[src/rtl/sdram_write_buffer.sv]
// Posted-write FIFO feeding the SDRAM adapter write port, with a read-after-write
// hazard flag for CPU reads that hit a still-pending write.
module sdram_write_buffer #(
    parameter int DEPTH = 4,
    parameter int AW    = 32,
    parameter int DW    = 32
) (
    input  logic                   clk,
    input  logic                   reset,
    input  logic [AW-1:0]          cpu_write_address,
    input  logic [DW-1:0]          cpu_write_data,
    input  logic                   cpu_write_valid,
    output logic                   cpu_write_ready,
    input  logic [AW-1:0]          cpu_read_address,
    output logic                   cpu_read_hazard,
    output logic [AW-1:0]          write_address,
    output logic [DW-1:0]          write_data,
    output logic                   write_address_valid,
    input  logic                   write_data_ready,
    output logic [$clog2(DEPTH):0] occupancy,
    output logic                   empty
);

    localparam int IW = $clog2(DEPTH);
    localparam int PW = IW + 1;

    logic [PW-1:0] r_wr_ptr;
    logic [PW-1:0] r_rd_ptr;
    logic [AW-1:0] r_addr [DEPTH];
    logic [DW-1:0] r_data [DEPTH];

    logic          w_empty;
    logic          w_full;
    logic          w_push;
    logic          w_pop;
    logic [PW-1:0] w_occupancy;
    logic          w_hazard;

    // The pointer MSB is the wrap phase: equal low bits mean empty or full.
    assign w_empty     = (r_wr_ptr == r_rd_ptr);
    assign w_full      = (r_wr_ptr[IW-1:0] == r_rd_ptr[IW-1:0]) && (r_wr_ptr[IW] != r_rd_ptr[IW]);
    assign w_push      = cpu_write_valid && !w_full;
    assign w_pop       = !w_empty && write_data_ready;
    assign w_occupancy = r_wr_ptr - r_rd_ptr;

    always_ff @(posedge clk or posedge reset) begin
        if (reset) begin
            r_wr_ptr <= '0;
            r_rd_ptr <= '0;
            // NOTE: storage is reset too, so the adapter-facing address/data read 0 after reset.
            for (int i = 0; i < DEPTH; i++) begin
                r_addr[i] <= '0;
                r_data[i] <= '0;
            end
        end else begin
            if (w_push) begin
                r_addr[r_wr_ptr[IW-1:0]] <= cpu_write_address;
                r_data[r_wr_ptr[IW-1:0]] <= cpu_write_data;
                r_wr_ptr                 <= r_wr_ptr + 1'b1;
            end
            if (w_pop) begin
                r_rd_ptr <= r_rd_ptr + 1'b1;
            end
        end
    end

    // Only slots between rd_ptr and wr_ptr are live; a same-cycle push is not yet stored.
    always_comb begin
        // NOTE: default first so no path leaves w_hazard unassigned (no latch).
        w_hazard = 1'b0;
        for (int k = 0; k < DEPTH; k++) begin
            if ((PW'(k) < w_occupancy) &&
                (r_addr[r_rd_ptr[IW-1:0] + IW'(k)] == cpu_read_address)) begin
                w_hazard = 1'b1;
            end
        end
    end

    assign cpu_write_ready     = !w_full;
    assign cpu_read_hazard     = w_hazard;
    assign write_address       = r_addr[r_rd_ptr[IW-1:0]];
    assign write_data          = r_data[r_rd_ptr[IW-1:0]];
    assign write_address_valid = !w_empty;
    assign occupancy           = w_occupancy;
    assign empty               = w_empty;

endmodule

[config.mk]
export PLATFORM = sky130hd
export DESIGN_NAME = sdram_write_buffer
export DESIGN_NICKNAME = d
export VERILOG_FILES = /design/src/rtl/sdram_write_buffer.sv
export SDC_FILE = /design/constraint.sdc
export NUM_CORES = 1
export LEC_CHECK = 0
export CAP_MARGIN = 20
export CORE_MARGIN = 2
export CORE_UTILIZATION = 47
export DETAILED_ROUTE_END_ITERATION = 7
export PLACE_DENSITY_LB_ADDON = 0.15
export SYNTH_ARGS = -nofsm -noshare
export SYNTH_HDL_FRONTEND = slang
export SYNTH_SLANG_ARGS = --single-unit
[constraint.sdc]
create_clock -name clk -period 17.95 [get_ports clk]
set_input_delay 3.59 -clock clk [delete_from_list [all_inputs] [get_ports clk]]
set_output_delay 3.59 -clock clk [all_outputs]
set_load 0.02 [all_outputs]
==> run summary <==
In this run the standard cell core region covers 32500 sq um. The clock passes through at most 3 buffers. The cell depth of the worst hold path is 1, and the number of global-route vias before repair is 10200.

Across the run, the number of max-cap violations was 0. Die area: 34400 sq um. Category of the worst setup path capture point: an output pin. The area share of the largest cell type after synthesis is 42.4%. The most common cell after layout, fill and taps aside was sky130_fd_sc_hd__mux2_2.

The logs give 0 for the number of hold violations in the final report and 0 for the max-slew violation total from the final report. The biggest cell delay along the critical path came out at 0.71 ns. The worst setup path is launched from an input port.

The tools report the sequential element share of the synthesized area as 42.4%. The transition at the pin with the smallest max-transition slack is 0.967 ns, and the number of antenna violations at the first check in global routing is 2. Summed over all cells, the static leakage comes to 7.31 nW. The routed wire length is 39700 um.

The endpoint of the worst register-to-register path is r_addr[13]$_DFFE_PP0P_. Port buffering added 170 buffers. The fraction of final layout cells with drive strength greater than 1 came out at 38.7%. The type of the worst setup path is in -> out. In this run the mean area of a mapped cell was 14.7 sq um.

The number of buffers and inverters on the critical path is 2. Setup repair after global routing left no endpoint under its margin. Clock-pin slew was measured on the worst setup and hold paths at 0.06 ns.

Counting flops and latches in the post-synthesis netlist gives 262. The tools report the proportion of power drawn by flip-flops and latches as 26.1%. The share of total power dissipated in combinational logic is 59.9%. The launch instance of the worst min-delay path is r_wr_ptr[2]$_DFFE_PP0P_. Buffers added to address setup during post-CTS repair amount to 0.

The maximum achievable frequency was 100 MHz. The cell type with the largest total area after synthesis is sky130_fd_sc_hd__dfrtp_1. The run gives 1163 as the number of nets in the synthesized netlist. For the count of boundary I/O pins, the log shows 171.

For this run, the total global-route usage over all layers was measured as 23.5%. The maximum fanout along the worst path is 8. Walking the worst path, the cells encountered are clkdlybuf4s50_1 -> xnor2_1 -> nor4_1 -> a31oi_1 -> a2111oi_0 -> nand4_1 -> nand4_1 -> clkdlybuf4s50_1. The share of total power dissipated in the clock network is 14.0%.

Timing analysis after detailed placement gives a worst setup slack of 8.01 ns. In this run the vertical extent of the chip is 185 um. The maximum clock skew at final layout is 0.0212 ns, and the cell count after synthesis is 1055. Number of gates resized after CTS: 0. The flow ran to the end, and the final reports show no timing, DRC or antenna violations.

On the critical path the largest part of the delay comes from buffers and inverters. The post-layout total power came out at 4.58 mW. The clock net sink count was 262; the remaining number of nets flagged by the antenna check after routing was 0. Setup slack closes at 7.98 ns.

The switching share of power is 39.8%. After detailed routing, the number of vias per cell comes to 6.00. The area growth from synthesis to layout is 19.7%. After clock tree synthesis, the flow added hold-fix buffers numbering 0.

After synthesis the cells add up to 15500 sq um. Clock tree synthesis inserted a total of 30 buffers. For the distinct cell type count of the synthesized netlist, the log shows 42. Setup violations remaining at the end of the flow were counted as 0.

For the design internal power, the log shows 2.76 mW. TritonCTS built the clock tree. The routed wire length per instance was 24.0 um.

The run gives 0.57 ns as the clock insertion delay at the later pin of the skew report. The critical path arrival is 6.38 ns, and the length of the first detailed-routing pass in iterations is 5. The aggregate negative setup slack was 0 ns; the final standard cell utilization of the core was 57.0%. The min-delay analysis places its worst path in the category reg -> reg.

The total of warnings raised by yosys came out at 0. The run gives 1 as the number of levels the H-tree was split into. Counting cells, the worst reg-to-reg path comes to 8. For the pin count of the biggest net entering global routing, the log shows 121. In the finished design, the share of the clock period the worst path needs comes to 55.5%. Once detailed placement completed, the half-perimeter wirelength came to 27000 um.

VDD sags by at most 120 uV. The tools report the net total in the final layout as 1295. The tree is rooted in a sky130_fd_sc_hd__clkbuf_16.

The library cells used most frequently in the layout, excluding fill and tap cells, are sky130_fd_sc_hd__mux2_2, sky130_fd_sc_hd__dfrtp_1, sky130_fd_sc_hd__clkdlybuf4s50_1, sky130_fd_sc_hd__mux4_2, sky130_fd_sc_hd__xnor2_1. The die span in x is 185 um, and the total overflow reported by the global router is 0. The analysis attributes to net switching a power of 1.82 mW.

The floorplan has 66 rows. By area the synthesized netlist is led by sky130_fd_sc_hd__dfrtp_1, sky130_fd_sc_hd__mux4_2, sky130_fd_sc_hd__mux2_2, sky130_fd_sc_hd__xnor2_1, sky130_fd_sc_hd__mux2i_1. The logs give 0 for the count of unresolved DRC violations after routing and 9903 for the via count. After layout, the minimum clock period comes to 9.97 ns. The synthesized design contains 0 enable-type register cells. Flip-flop cell with the highest count after synthesis: sky130_fd_sc_hd__dfrtp_1. The worst hold path terminates at r_wr_ptr[2]$_DFFE_PP0P_. For this run, asynchronously set or reset flops after synthesis account for 100%. The critical path required time was 14.36 ns.

In this run the critical register-to-register path is launched from r_rd_ptr[1]$_DFFE_PP0P_. The first global-routing pass estimated 61000 um of wire. The first routing iteration left 561 violations. Initial core utilization: 47.6%. At the end of routability-driven placement, the weighted congestion stood at 0.938.

Slowest library cell on the worst path: sky130_fd_sc_hd__clkdlybuf4s50_1. The worst-case headroom to the max-slew limit is 35.6%, and the total power per unit cell area is 248 nW/um^2. The register-to-register setup slack is 13.55 ns. The tightest hold path in the finished design has a slack of 0.490 ns.
[sequential cells by signal (all words and copies together) (netlist names)]
name and flops:
r_addr 128, r_wr_ptr 3, r_rd_ptr 3, r_data 128
[synthesized netlist by cell type (2+ instances only)]
cell type	number
sky130_fd_sc_hd__a2111oi_0	2
sky130_fd_sc_hd__a21oi_1	7
sky130_fd_sc_hd__a221oi_1	3
sky130_fd_sc_hd__a31oi_1	2
sky130_fd_sc_hd__buf_1	9
sky130_fd_sc_hd__buf_2	41
sky130_fd_sc_hd__buf_4	13
sky130_fd_sc_hd__buf_6	3
sky130_fd_sc_hd__clkbuf_1	15
sky130_fd_sc_hd__dfrtp_1	262
sky130_fd_sc_hd__ha_1	7
sky130_fd_sc_hd__inv_1	11
sky130_fd_sc_hd__mux2_2	261
sky130_fd_sc_hd__mux2i_1	48
sky130_fd_sc_hd__mux4_2	137
sky130_fd_sc_hd__nand2_1	14
sky130_fd_sc_hd__nand3_1	6
sky130_fd_sc_hd__nand4_1	19
sky130_fd_sc_hd__nor2_1	14
sky130_fd_sc_hd__nor3_1	4
sky130_fd_sc_hd__nor4_1	16
sky130_fd_sc_hd__o2111ai_1	2
sky130_fd_sc_hd__o21ai_0	8
sky130_fd_sc_hd__o22ai_1	6
sky130_fd_sc_hd__o2bb2ai_1	6
sky130_fd_sc_hd__xnor2_1	82
sky130_fd_sc_hd__xor2_1	42
[cell type report]
type | count | area [sq um]
timing repair buffer | 182 | 1830
clock buffer | 46 | 932
multi-input combinational | 700 | 8460
sequential | 262 | 6560
fill | 2670 | 14000
clock inverter | 7 | 110
antenna | 1 | 2.50
tap | 442 | 553
inverter | 11 | 48.8
[worst max path at each step]
stage                               startpoint                    end  cells past startpoint  slack (ns)
after floorplan                          reset  r_addr[0]$_DFFE_PP0P_                      1        7.15
after global placement    cpu_read_address[25]        cpu_read_hazard                      8        8.06
after detailed placement  cpu_read_address[25]        cpu_read_hazard                      8        8.01
after CTS                 cpu_read_address[25]        cpu_read_hazard                      8        8.00
after global routing      cpu_read_address[25]        cpu_read_hazard                      8        7.80
final                     cpu_read_address[25]        cpu_read_hazard                      8        7.98
[logic make-up (layout without fill, tap and decap cells)]
kind of cell    Yosys count  after routing  share of synthesized area [%]
mux                     446            446                           42.1
flops                   262            262                           42.4
xor+xnor                124            124                           7.03
buf+inv                  93            246                           3.16
simple gates             78             78                           2.65
compound gates           44             44                           1.98
fa+ha+maj                 8              8                          0.696
other cells               0              1                              0
[routing by layer]
metal	vias up	share of wire, %	global-route usage (%)
met5	-	0.030	0
met4	2	2.6	7.05
met3	60	6.5	5.29
met2	289	48	38.2
met1	5255	42	31.5
li1	4297	-	-
[power by group through the flow]
stage	sequential, mW	clock (mW)	combinational (mW)
2_1_floorplan	1.07	0	2.01
3_3_place_gp	1.18	0	2.74
3_5_place_dp	1.20	0	2.75
4_1_cts	1.19	0.658	2.76
5_1_grt	1.24	0.679	2.91
6_report	1.20	0.641	2.74
[through the flow]
stage,instance area (sq um),cells
after floorplan,15500,1055
after global routing,18500,1650
final,18500,1651
after detailed placement,17400,1595
after CTS,18400,1648
after global placement,17400,1595
Power figures use the tool's default switching activity.
